[src/rtl/ram_arbiter.sv]
// ---------------------------------------------------------------------------
// ram_arbiter
//
// Shares a single-port RAM between three requesters (0 = init,
// 1 = transaction store, 2 = money display). Each granted access takes the
// same four-cycle path, whether it is a read or a write:
//   IDLE -> ISSUE -> WAIT -> DONE -> IDLE
//
// Arbitration happens on an IDLE edge. The search is round-robin and starts
// just after the last owner. The winner's write enable, word select and
// write data are latched at that edge, so the requester may change them
// afterwards without effect. The ack pulse is registered out of DONE, so it
// is seen in the IDLE cycle that follows. grant stays on the owner through
// that cycle. The next arbitration can therefore hand the RAM straight to
// the next requester, with no gap in grant.
//
// Ports
//   clock            : single clock, rising edge
//   reset            : asynchronous, active-high
//   req[2:0]         : per-requester request
//   req_wren[2:0]    : per-requester write enable (1 = write)
//   req_access_type  : per-requester RAM word select (one bit each)
//   req_data0..2     : per-requester write data
//   ram_result       : RAM read data, valid one cycle after the address
//   ram_wren         : RAM write enable, only ever high in ISSUE
//   ram_access_type  : RAM word select (latched value of the owner)
//   ram_data_in      : RAM write data (latched value of the owner)
//   grant[2:0]       : one-hot owner, zero when idle
//   ack[2:0]         : one-cycle completion pulse to the owner
//   rd_data          : last captured read data
//   busy             : high whenever the FSM is not in IDLE
// ---------------------------------------------------------------------------
module ram_arbiter #(
    parameter int DATA_W = 48
) (
    input  logic              clock,
    input  logic              reset,
    input  logic [2:0]        req,
    input  logic [2:0]        req_wren,
    input  logic [2:0]        req_access_type,
    input  logic [DATA_W-1:0] req_data0,
    input  logic [DATA_W-1:0] req_data1,
    input  logic [DATA_W-1:0] req_data2,
    input  logic [DATA_W-1:0] ram_result,
    output logic              ram_wren,
    output logic              ram_access_type,
    output logic [DATA_W-1:0] ram_data_in,
    output logic [2:0]        grant,
    output logic [2:0]        ack,
    output logic [DATA_W-1:0] rd_data,
    output logic              busy
);

    typedef enum logic [1:0] {
        S_IDLE  = 2'd0,
        S_ISSUE = 2'd1,
        S_WAIT  = 2'd2,
        S_DONE  = 2'd3
    } state_t;

    state_t            state_q, state_d;
    logic [1:0]        last_q, last_d;
    logic [2:0]        grant_q, grant_d;
    logic [2:0]        ack_q, ack_d;
    logic              lat_wren_q, lat_wren_d;
    logic              lat_access_q, lat_access_d;
    logic [DATA_W-1:0] lat_data_q, lat_data_d;
    logic [DATA_W-1:0] rd_data_q, rd_data_d;

    // (base + off) mod 3. base is at most 2 and off at most 3, so one
    // conditional subtraction is enough.
    function automatic logic [1:0] rr_index(input logic [1:0] base,
                                            input logic [1:0] off);
        logic [2:0] sum;
        sum = {1'b0, base} + {1'b0, off};
        if (sum >= 3'd3) begin
            sum = sum - 3'd3;
        end
        return sum[1:0];
    endfunction

    // ------------------------------------------------------------------
    // Round-robin winner search: slot 0 has the highest priority.
    // Slot k examines requester (last + k + 1) mod 3.
    // ------------------------------------------------------------------
    logic [1:0] cand_idx [3];
    logic       win_found;
    logic [1:0] win_idx;
    logic [2:0] win_onehot;

    genvar gi;
    generate
        for (gi = 0; gi < 3; gi++) begin : g_cand
            assign cand_idx[gi]   = rr_index(last_q, 2'(gi + 1));
            assign win_onehot[gi] = win_found && (win_idx == 2'(gi));
        end
    endgenerate

    always_comb begin
        win_found = 1'b0;
        win_idx   = 2'd0;
        // Walk from lowest to highest priority so the last hit wins.
        for (int k = 2; k >= 0; k--) begin
            if (req[cand_idx[k]]) begin
                win_found = 1'b1;
                win_idx   = cand_idx[k];
            end
        end
    end

    // Select the winner's fields.
    logic              win_wren;
    logic              win_access;
    logic [DATA_W-1:0] win_data;

    always_comb begin
        win_wren   = 1'b0;
        win_access = 1'b0;
        win_data   = '0;
        case (win_idx)
            2'd0: begin
                win_wren   = req_wren[0];
                win_access = req_access_type[0];
                win_data   = req_data0;
            end
            2'd1: begin
                win_wren   = req_wren[1];
                win_access = req_access_type[1];
                win_data   = req_data1;
            end
            2'd2: begin
                win_wren   = req_wren[2];
                win_access = req_access_type[2];
                win_data   = req_data2;
            end
            default: begin
                win_wren   = 1'b0;
                win_access = 1'b0;
                win_data   = '0;
            end
        endcase
    end

    // ------------------------------------------------------------------
    // State register and datapath flops
    // ------------------------------------------------------------------
    always_ff @(posedge clock or posedge reset) begin
        if (reset) begin
            state_q      <= S_IDLE;
            last_q       <= 2'd2;   // requester 0 wins first after reset
            grant_q      <= 3'b000;
            ack_q        <= 3'b000;
            lat_wren_q   <= 1'b0;
            lat_access_q <= 1'b0;
            lat_data_q   <= '0;
            rd_data_q    <= '0;
        end else begin
            state_q      <= state_d;
            last_q       <= last_d;
            grant_q      <= grant_d;
            ack_q        <= ack_d;
            lat_wren_q   <= lat_wren_d;
            lat_access_q <= lat_access_d;
            lat_data_q   <= lat_data_d;
            rd_data_q    <= rd_data_d;
        end
    end

    // ------------------------------------------------------------------
    // Next-state logic: fixed sequence, no state ever skipped
    // ------------------------------------------------------------------
    always_comb begin
        state_d = state_q;
        case (state_q)
            S_IDLE:  state_d = win_found ? S_ISSUE : S_IDLE;
            S_ISSUE: state_d = S_WAIT;
            S_WAIT:  state_d = S_DONE;
            S_DONE:  state_d = S_IDLE;
            default: state_d = S_IDLE;
        endcase
    end

    // ------------------------------------------------------------------
    // Datapath next values
    // ------------------------------------------------------------------
    always_comb begin
        last_d       = last_q;
        grant_d      = grant_q;
        ack_d        = 3'b000;
        lat_wren_d   = lat_wren_q;
        lat_access_d = lat_access_q;
        lat_data_d   = lat_data_q;
        rd_data_d    = rd_data_q;
        case (state_q)
            S_IDLE: begin
                // grant was left on the previous owner for its ack cycle.
                // Replace it with the new winner, or clear it.
                grant_d = win_onehot;
                if (win_found) begin
                    last_d       = win_idx;
                    lat_wren_d   = win_wren;
                    lat_access_d = win_access;
                    lat_data_d   = win_data;
                end
            end
            S_DONE: begin
                ack_d = grant_q;
                if (!lat_wren_q) begin
                    rd_data_d = ram_result;
                end
            end
            default: begin
            end
        endcase
    end

    // ------------------------------------------------------------------
    // Outputs
    // ------------------------------------------------------------------
    always_comb begin
        ram_wren        = (state_q == S_ISSUE) && lat_wren_q;
        ram_access_type = lat_access_q;
        ram_data_in     = lat_data_q;
        grant           = grant_q;
        ack             = ack_q;
        rd_data         = rd_data_q;
        busy            = (state_q != S_IDLE);
    end

endmodule

[config.mk]
export PLATFORM = sky130hd
export DESIGN_NAME = ram_arbiter
export DESIGN_NICKNAME = d
export VERILOG_FILES = /design/src/rtl/ram_arbiter.sv
export SDC_FILE = /design/constraint.sdc
export NUM_CORES = 1
export LEC_CHECK = 0
export CORE_MARGIN = 5
export CORE_UTILIZATION = 40
export DETAILED_ROUTE_END_ITERATION = 12
export PLACE_DENSITY = 0.86
export SYNTH_ARGS = -nofsm -noshare
export SYNTH_HDL_FRONTEND = slang
export SYNTH_SLANG_ARGS = --single-unit
export TNS_END_PERCENT = 10
[constraint.sdc]
create_clock -name clock -period 7.8 [get_ports clock]
set_input_delay 1.56 -clock clock [delete_from_list [all_inputs] [get_ports clock]]
set_output_delay 1.56 -clock clock [all_outputs]
set_load 0.01 [all_outputs]
## After elaboration in Yosys (flattened, before gate mapping)

Index checks and enable logic that the tools add are counted.

- Equality and inequality tests: 5
- Add/sub/neg operators: 6
- Magnitude comparators: 6
- Reductions and logical operators: 9
- Mux-type cells: 21
- Bitwise gates (word level): 1

Operators with widths:

| kind | count |
|---|---|
| $pmux W48 S3 | 1 |
| $mux W2 | 6 |
| $ge A3 B2 Y1 const B | 3 |
| $lt A2 B3 Y1 const B | 3 |
| $pmux W2 S4 | 1 |
| $mux W1 | 7 |
| $add A2 B2 Y3 const B | 2 |
| $bmux W1 S2 | 3 |
| $eq A2 B2 Y1 const B | 3 |
| $pmux W1 S3 | 2 |
| $sub A2 B2 Y2 const B | 3 |
| $eq A2 B1 Y1 const B | 2 |
| $logic_and A1 B1 Y1 | 4 |
| $logic_not A2 Y1 | 2 |
| $reduce_and A2 Y1 | 2 |
| $add A2 B1 Y3 const B | 1 |
| $mux W3 | 1 |
| $reduce_bool A2 Y1 | 1 |
| $not A1 Y1 | 1 |

- Register bits after elaboration: 108
- Output and inout port bits: 105

## Depth between registers and ports, before layout

- Word-level depth: 10
- Gate-level depth with buffers: 10

## Worst setup path after synthesis

Ideal clock, no wire load.

- Path kind: input port to flip-flop
- Start: in req[0]
- End: reg lat_data_q[0], in the netlist ram_data_in[0]
- Library setup time: 0.131 ns
- Cell stages on the path: 7
- Data required time: 7.669 ns
- Arrival time: 2.724 ns
- Setup slack: 4.945 ns
- Buffers on the path: 2
- Cell sequence: mux2_4 > and2_4 > o311a_1 > buf_4 > buf_6 > nand2_1 > a31oi_1

- Word-level cells in the longest chain between the ends: 7

Ends and longest elaborated chain:

| element | line | RTL |
|---|---|---|
| from (decl) | 38 | `input logic [2:0] req,` |
| $bmux W1 S2 | 104 | `if (req[cand_idx[k]]) begin` |
| $mux W1 (implied by the code) | 104 |  |
| $mux W2 (3 in a row) | 104 |  |
| $eq A2 B2 Y1, or another cell as far along | 120 | `case (win_idx)` |
| $pmux W48 S3 | 120 |  |
| to (signal assigned) | 164 | `lat_data_q <= lat_data_d;` |
| to (decl) | 67 | `logic [DATA_W-1:0] lat_data_q, lat_data_d;` |

Several ways; a longest one is shown, not always the timed one. The select of a mux whose other input is x is not followed.
A chain may end at the register's enable or synchronous reset.

## Worst setup path in the final report

- Start: in req[0]
- End: reg lat_data_q[10], in the netlist ram_data_in[10]

The elaborated chain is that of the path after synthesis.

==> results.yml <==
setup_path:
  largest_fanout_on_the_critical_path: 32
  cpLargestDelayFamily: "buffers and inverters"
  worstPathCellList: "clkdlybuf4s50_1 -> mux2_4 -> and2_4 -> nor3_4 -> buf_4 -> a22oi_1 -> a31oi_1"
  max_stage_delay_ns: 0.66
  worst_ep_arrival_time_ns: 4.10
  critical_path_required_ns: 8.06
  reg2reg_depth: 7
  crit_buf_inv: 2
  critPathLaunchType: "primary input"
  timing.reg2reg.setup_slack_ns: 4.80
  crit_path_end_kind: "register"
  critical_path.slowest_cell: "sky130_fd_sc_hd__nor3_4"
  regToRegEndpoint: "ram_data_in[10]"
  cp_num_cells: 7
  timing.rr.start: "last_q[1]"
  critical_path_class: "primary input to register"
timing:
  slew_violations: 0
  grt_setup_unrepaired: "no"
  max-slew-margin-rel_pct: 28.9
  finalCritPeriodShare_pct: 49.2
  timing_worst_slew_pin_value_ns: 1.06
  timing.clock.skew_ns: 0.00971
  report.final.setup_viol: 0
  fmax_mhz: 260
  layout_min_cycle_time_ns: 3.84
  finalHoldViolations: 0
  finalSetupTns_ns: 0
  fin_ws_ns: 3.96
global_routing:
  grt_first_pass_wirelength_um: 26100
  gr-usage-met2_pct: 40.3
  grt_max_degree: 67
  first_global_vias: 5028
  gr-usage-met1_pct: 24.9
  global_route_total_usage_across_every_layer_pct: 22.8
  grt.busiest_layer: "met2"
  use_met3_pct: 7.27
  grt_antenna_before_repair: 2
  grt_remaining_overflow: 0
synth:
  synth_area_per_cell_um2: 11.1
  yosys_register_bits: 108
  synthesis.area_mm2: 0.00495
  synth_flop_cell: "sky130_fd_sc_hd__dfrtp_1"
  number_of_flops_mapped_to_enable_cells_by_yosys: 0
  synth_nets: 657
  netlist_instances: 446
  netlist-cell-type-count: 37
  async_reset_ff_share_pct: 100
  yosys_warnings: 0
  ys_seq_area_share_pct: 54.7
clock_network:
  cts_hold_buf: 0
  cts_tree: "done"
  cts_max_level: 3
  cts.clk_slew.worst_paths_ns: 0.08
  cts.sink_count: 108
  clockBufferDepth: 2
  clk-insertion-delay-late_ns: 0.35
  post_cts.resized_instances: 0
  cts_buffers: 9
  post_cts.repair.setup_buffers: 0
  cts-root-buf: "sky130_fd_sc_hd__clkbuf_16"
run:
  cap_violations: 0
drt:
  detail_route.wirelength_um: 17200
  detail-route-antenna-nets: 0
  via_count: 4685
  remaining_drc_errors: 0
  final_routed_wire_length_divided_by_cell_count_um: 18.8
  drt-initial-drc-count: 271
  detailedRoute.firstPassIterationCount: 4
  route.detailed.vias_per_inst: 5.15
finish:
  layout_common_cells: "307 x sky130_fd_sc_hd__clkdlybuf4s50_1, 107 x sky130_fd_sc_hd__dfrtp_1, 55 x sky130_fd_sc_hd__nand2_1, 51 x sky130_fd_sc_hd__nor2_1"
  final_common_cell: "sky130_fd_sc_hd__clkdlybuf4s50_1"
  finish.utilization_pct: 69.4
  stdcell_count: 910
  final.fill_count: 875
  final_layout_size_suffix_gt1_share_pct: 11.1
  number_of_nets_at_the_end_of_the_flow: 947
  layout-area-overhead-vs-synth_pct: 69.2
power_and_ir_drop:
  max-vdd-ir-drop_mv: 0.188
  power.density_cell_area_mw_per_mm2: 396
  power_leakage_nw: 3.35
floorplan:
  row_count: 40
  floorplan.initialDensity_pct: 41.0
  top_level_ports: 308
  fp.dieH_um: 121
  die_area_mm2: 0.0147
  die_w_um: 121
  core_area_mm2: 0.0121
placed_design:
  gp_weighted_congestion: 0.811
  io_buffer_count: 307
  detailed_place_hpwl_um: 13400
  dp_cells: 893
  pre_cts_slack_ns: 3.64
hold_path:
  worstHoldStart: "grant[1]"
  worstHoldPathType: "register to register"
  hold_path_end: "ack[1]"
  min_path_cells: 1
run_status:
  outcome: "complete, no violations"
through the flow:
step / hold WS [ns] / instance area [um^2] / power, W
floorplan: 0.509 / 4950 / 0.00207
global placement: 0.488 / 8080 / 0.00282
detailed placement: 0.496 / 8080 / 0.00291
CTS: 0.513 / 8370 / 0.00335
global route: 0.525 / 8370 / 0.00355
finish: 0.508 / 8370 / 0.00332
how the worst max path moves through the flow:
| stage | startpoint | to | slack (ns) |
|---|---|---|---|
| 5_1_grt | req[0] | ram_data_in[27] | 3.85 |
| 2_1_floorplan | reset | ack[0] | 3.40 |
| 4_1_cts | req[0] | ram_data_in[10] | 4.01 |
| 3_3_place_gp | req[0] | ram_data_in[9] | 3.82 |
| 6_report | req[0] | ram_data_in[10] | 3.96 |
| 3_5_place_dp | req[0] | ram_data_in[10] | 3.64 |
synth_stat cells (2+ instances only):
cell | instances | share of area [%]
sky130_fd_sc_hd__dfrtp_1 | 107 | 54
sky130_fd_sc_hd__a31oi_1 | 50 | 6.3
sky130_fd_sc_hd__o21ai_0 | 3 | 0.30
sky130_fd_sc_hd__and2_1 | 4 | 0.51
sky130_fd_sc_hd__buf_2 | 17 | 1.7
sky130_fd_sc_hd__o211ai_1 | 2 | 0.30
sky130_fd_sc_hd__buf_6 | 6 | 1.4
sky130_fd_sc_hd__nor2_1 | 51 | 3.9
sky130_fd_sc_hd__buf_4 | 5 | 0.76
sky130_fd_sc_hd__buf_1 | 3 | 0.23
sky130_fd_sc_hd__o21ai_1 | 2 | 0.20
sky130_fd_sc_hd__nor2b_1 | 2 | 0.25
sky130_fd_sc_hd__nand2_1 | 55 | 4.2
sky130_fd_sc_hd__a22oi_1 | 50 | 7.6
sky130_fd_sc_hd__clkbuf_1 | 2 | 0.15
sky130_fd_sc_hd__inv_1 | 10 | 0.76
sky130_fd_sc_hd__ha_1 | 8 | 2.0
sky130_fd_sc_hd__mux2_2 | 50 | 11
logic make-up (layout without fill, tap and decap cells):
family	Yosys count	in the layout	synth area share, %
DFF	108	108	54.7
other	0	1	0
and+or+nand+nor	122	122	10.4
buffers and inverters	43	338	4.98
AOI/OAI and AO/OA	113	113	16.0
adders and majority gates	8	8	2.02
muxes	52	52	11.9
state kept, by name (all words and copies together) (netlist names):
name             count
ram_data_in         48
ack                  3
ram_access_type      1
grant                3
last_q               2
state_q              2
rd_data             48
lat_wren_q           1
final cells by class:
| class | count | area [um^2] | share of cell area [%] |
|---|---|---|---|
| repair buffers | 312 | 3110 | 37.2 |
| multi-input cells | 295 | 2020 | 24.1 |
| well taps | 168 | 210 | 2.51 |
| clock inverters | 7 | 60.1 | 0.718 |
| clock buffers | 9 | 225 | 2.69 |
| inverters | 10 | 40.0 | 0.478 |
| flip-flops and latches | 108 | 2700 | 32.3 |
| diodes | 1 | 2.50 | 0.0299 |
where the power goes:
part           internal, W  switching [W]  leakage [nW]
Combinational     0.000956       0.000914          1.96
Clock             0.000222       0.000216         0.136
Sequential        0.000850       0.000159          1.25
layer usage:
layer | wire length, um | up-vias
met5 | 7 | -
met4 | 635 | 2
met3 | 1660 | 46
met2 | 8650 | 253
met1 | 6200 | 2198
li1 | - | 2186
Note: power is estimated with default switching activity, not from simulation.
==> RTL change 1 (same flow settings) <==
Set the parameter `DATA_W` to 52 (it was 48).
--- a/src/rtl/ram_arbiter.sv
+++ b/src/rtl/ram_arbiter.sv
@@ -33,3 +33,3 @@
 module ram_arbiter #(
-    parameter int DATA_W = 48
+    parameter int DATA_W = 52
 ) (
Ports: changed (6 resized); port bits go from 308 to 332. No check against the original RTL was run, so the function may have changed too.
==> RTL change 1 against the original RTL <==
- final area rose by 24%
- core utilization fell by 4.3 points
- sequential cell count rose by 8
- routed wire length rose by 48%
- critical path depth fell by 1
- total power rose by 27%
- first-iteration DRC count rose by 69%
- sequential share of layout area fell by 4.4 points
- area after synthesis rose by 32%
- maximum frequency fell by 9.2%
- die area rose by 30%
- clock skew fell by 0.0033 ns
- largest cell class unchanged
- global-route usage rose by 2.9 points
- worst setup slack got worse by 0.39 ns
==> RTL change 1: results (changes against the original RTL) <==
| Metric | Value |
|---|---|
| Via count | 6,574 (+40%) |
| CTS HTree Levels | 4 (+1) |
| Slew margin rel. | 19.2% (-9.7 points) |
| Clock Path Buffers | 2 (unchanged) |
| Post-layout nets | 1,086 (+15%) |
| CTS clk-pin slew, worst paths | 0.06 ns (-0.02 ns) |
| Top post-synthesis cells by count | 115 x dfrtp_1, 54 x a211oi_1, 54 x o2111ai_1 |
| Met2 Use GR | 43.1% (+2.8 points) |
| Post-Synth XOR/XNOR Area | 0% (unchanged) |
| Worst Hold Class | flip-flop to flip-flop |
| Worst-Skew Late Latency | 0.41 ns (+0.06 ns) |
| Pin count of the biggest net entering global routing | 70 (+4.5%) |
| P_leak | 0.00377 uW (+12%) |
| CP arrival | 4.53 ns (+0.43 ns) |
| GR Util met1 | 30.4% (+5.5 points) |
| Worst VDD drop | 0.259 mV (+38%) |
| # fillers | 1,279 (+46%) |
| DRT Pass-1 Iters | 5 (+1) |
| GPL Wtd Cong | 0.876 (+8.1%) |
| CP top delay family | compound AO/OA/AOI/OAI gates |
| Initial antenna violation count | 0 (-2) |
| Seq/Total Area, Yosys | 44.3% (-10 points) |
| Post-synth EDFFs | 0 (unchanged) |
| Vias in the first global route | 6,653 (+32%) |
| Post-CTS Resized | 0 (unchanged) |
| Max incr delay on CP | 0.95 ns (+0.29 ns) |
| Mux contribution to synthesized area | 9.27% (-2.6 points) |
| PortBufs | 331 (+7.8%) |
| Syn Nets | 800 (+22%) |
| Post-synth cell types | 44 (+19%) |
| Ys Warns | 0 (unchanged) |
| Gr usage total | 25.7% (+2.9 points) |
| Final HPWL DP | 17.4 mm (+30%) |
| Final WL | 25.3 mm (+48%) |
| Compound-cell area share of the yosys netlist | 29.0% (+13 points) |
| Outcome | finished clean |
| DRT iter0 DRCs | 458 (+69%) |
| Adder-Cell Fraction of Synth Area | 1.53% (-0.49 points) |
| Crit-path max FO | 61 (+91%) |
| Post-CTS Setup Bufs | 0 (unchanged) |
| Root Buffer | clkbuf_16 |
| Post-synth ARST share | 100% (unchanged) |
| Share of cells above drive strength 1 | 19.0% (+8.0 points) |
| Largest family of logic cells by synthesized area | compound AO/OA/AOI/OAI gates |
| Met3 usage in global routing | 8.64% (+1.4 points) |
| Worst clock skew | 0.00637 ns (-0.00334 ns) |
| Crit path max-delay cell type | a21oi_4 |
| First-pass GRT wire length | 37.6 mm (+44%) |
| CTS Buf Count | 17 (+8) |
| Top post-synthesis cells by area | dfrtp_1 44%, mux2_2 9.1%, o2111ai_1 7.2%, a211oi_1 6.2%, a41oi_1 5.9% |
[RTL change 1: worst paths after layout]
check                            start              end  slack, ns  cells past startpoint
max                             req[2]  ram_data_in[29]       3.57                      6
min                        rd_data[13]      rd_data[13]       0.50                      1
max reg2reg                  last_q[0]  ram_data_in[29]       4.14                      7
min reg2reg                rd_data[13]      rd_data[13]       0.50                      1
max in group asynchronous        reset      rd_data[29]       4.82                      3
min in group asynchronous        reset       rd_data[4]       1.60                      2
[RTL change 1: area by class of cell]
type | instances | area share (%)
Multi-Input combinational cell | 373 | 31.2
Inverter | 8 | 0.312
Clock inverter | 12 | 1.02
Timing Repair Buffer | 343 | 32.7
Tap cell | 216 | 2.59
Antenna cell | 1 | 0.0240
Sequential cell | 116 | 27.9
Clock buffer | 20 | 4.29
[RTL change 1: power breakdown]
group | switching (uW) | internal, uW
logic | 1220 | 1160
clock network | 285 | 446
registers | 183 | 919
[RTL change 1: routing by layer]
metal  vias to the layer above  wire length (um)  share of wire, %
met5                         -                 0                 0
met4                         0               867               3.4
met3                        57              2950                12
met2                       412             12400                49
met1                      3213              9120                36
li1                       2892                 -                 -
[RTL change 1: metrics by stage]
step / hold slack [ns] / area [um2] / setup slack (ns) / utilization (%) / instances
4_1_cts: 0.507 / 10400 / 3.64 / 65.1 / 1088
2_1_floorplan: 0.496 / 6550 / 3.17 / - / 573
3_5_place_dp: 0.494 / 9860 / 3.18 / 61.6 / 1056
5_1_grt: 0.517 / 10400 / 3.43 / 65.1 / 1088
3_3_place_gp: 0.487 / 9860 / 3.38 / 61.6 / 1056
6_report: 0.503 / 10400 / 3.57 / 65.1 / 1089
==> RTL change 2 (same settings) <==
Without the edit above. `lat_data_q` no longer has a reset.
--- a/src/rtl/ram_arbiter.sv
+++ b/src/rtl/ram_arbiter.sv
@@ -154,3 +154,2 @@
             lat_access_q <= 1'b0;
-            lat_data_q   <= '0;
             rd_data_q    <= '0;
@@ -163,5 +162,8 @@
             lat_access_q <= lat_access_d;
-            lat_data_q   <= lat_data_d;
             rd_data_q    <= rd_data_d;
         end
+    end
+
+    always_ff @(posedge clock) begin
+        lat_data_q <= lat_data_d;
     end
Formal check against the unedited RTL: not equivalent (Yosys sat finds a counterexample within 4 cycles, from zero or initial values and one cycle with reset high).
==> RTL change 2 against the original RTL <==
- routed wire length shrank 2.5%
- highest routed layer is now met4
- worst setup slack gained 0.14 ns
- critical path type unchanged
- total power shrank 3.6%
- largest power group unchanged
- combinational power shrank 10%
- clock power shrank 4%
- synthesized cell count shrank 17%
- first-iteration DRC count grew 2.2%
- area after synthesis grew 1.9%
- final area grew 1.6%
- sequential share of layout area grew 2.3 points
- cell count shrank 7.7%
- core utilization shrank 1.2 points
- sequential cell count is the same
- maximum frequency grew 3.9%
==> RTL change 2: results (changes against the original RTL) <==
| Metric | Value |
|---|---|
| Gr usage total | 21.5% (-1.3 points) |
| Seq/Total Area, Yosys | 58.4% (+3.7 points) |
| Crit-path max FO | 28 (-13%) |
| Register-to-register path setup slack | 4.60 ns (-0.20 ns) |
| Post-synth cell types | 45 (+22%) |
| Worst clock skew | 0.00696 ns (-0.00276 ns) |
| Reg2Reg Launch Point | last_q[0] |
| CP arrival | 3.90 ns (-0.20 ns) |
| Place WS | 3.74 ns (+0.101 ns) |
| Final HPWL DP | 13.3 mm (-0.67%) |
| GPL Wtd Cong | 0.893 (+10%) |
| Final WL | 16.7 mm (-2.5%) |
| Top post-synthesis cells by count | 59 x dfrtp_1, 52 x and2_1, 50 x mux2_2 |
| Vias in the first global route | 4,593 (-8.7%) |
| Detail-routed via count per cell | 5.13 (-0.36%) |
| Syn Nets | 581 (-12%) |
| Post-CTS Resized | 0 (unchanged) |
| Outcome | finished clean |
| Clock Path Buffers | 2 (unchanged) |
| First-pass GRT wire length | 24.4 mm (-6.7%) |
| Slew @ Worst Pin | 0.961 ns (-0.101 ns) |
| Post-CTS Setup Bufs | 0 (unchanged) |
| Post-layout nets | 873 (-7.8%) |
| DRT iter0 DRCs | 277 (+2.2%) |
| Reg-to-reg critical path endpoint | ram_data_in[19] |
| DRT Pass-1 Iters | 6 (+2) |
| Post-synth EDFFs | 48 (+48) |
| Pin count of the biggest net entering global routing | 61 (-9.0%) |
| Worst VDD drop | 0.163 mV (-13%) |
| Post-synth ARST share | 55.6% (-44 points) |
| Top post-synthesis cells by area | dfrtp_1 29%, edfxtp_1 29%, mux2_2 11%, a221o_1 9.5%, and2_1 6.5% |
| Initial antenna violation count | 0 (-2) |
| Achievable Freq | 270 MHz (+3.9%) |
| CP Launch Point | req[1] |
| CTS clk-pin slew, worst paths | 0.07 ns |
## RTL change 2: cell types whose count changed in the layout (fill, tap and decap cells not counted), moves of 6 or more
| cell | change |
|---|---|
| a21oi_1 | +6 |
| a221o_1 | +48 |
| a22oi_1 | -50 |
| a31oi_1 | -50 |
| and2_1 | +48 |
| dfrtp_1 | -48 |
| edfxtp_1 | +48 |
| nand2_1 | -51 |
| nor2_1 | -49 |
## RTL change 2: routing by layer
layer / vias up / GRT usage [%] / share of wire [%]
met4: 0 / 9.24 / 3.3
met1: 2019 / 23.4 / 35
met3: 37 / 9.12 / 12
met5: - / 0 / 0
met2: 254 / 36.8 / 50
li1: 1999 / - / -
## RTL change 2: worst min-delay path by stage
stage	from	to	slack [ns]	cells past startpoint
6_report	rd_data[24]	rd_data[24]	0.51	1
5_1_grt	rd_data[27]	rd_data[27]	0.53	1
4_1_cts	rd_data[14]	rd_data[14]	0.51	1
3_5_place_dp	rd_data[14]	rd_data[14]	0.50	1
3_3_place_gp	rd_data[37]	rd_data[37]	0.49	1
2_1_floorplan	last_q[1]	last_q[1]	0.49	2
## RTL change 2: cell families (layout without fill, tap and decap cells)
kind of cell               after synthesis  in the layout  share of synthesized area [%]
muxes                                   50             50                           11.2
DFF                                    108            108                           58.4
AOI/OAI and AO/OA                       84             84                           15.0
other                                    0              1                              0
adders and majority gates                8              8                           1.99
buffers and inverters                   41            338                           3.85
and+or+nand+nor                         79             79                           9.63
## RTL change 2: critical path: stages
cell,delay [ns]
clkdlybuf4s50_1,0.70
nand2b_1,0.14
a21o_1,0.24
a31oi_4,0.60
buf_4,0.42
a221o_1,0.22
## RTL change 2: report_power, final
part           internal (uW)  total, uW  switching, uW
sequential               968       1100            133
clock                    218        420            202
combinational            923       1680            753
total                   2110       3200           1090
## RTL change 2: stage by stage
stage | std cells | area, um2 | hold slack (ns)
floorplan | 370 | 5040 | 0.487
global placement | 823 | 8230 | 0.488
detailed placement | 823 | 8230 | 0.495
CTS | 839 | 8500 | 0.510
global route | 839 | 8500 | 0.528
finish | 840 | 8500 | 0.506
## RTL change 2: layout make-up
class	instances	area [um2]
Tap cell	172	215
Clock buffer	10	229
Inverter	11	41.3
Sequential cell	108	2940
Fill cell	917	3960
Timing Repair Buffer	311	3100
Antenna cell	1	2.50
Multi-Input combinational cell	221	1930
Clock inverter	6	38.8
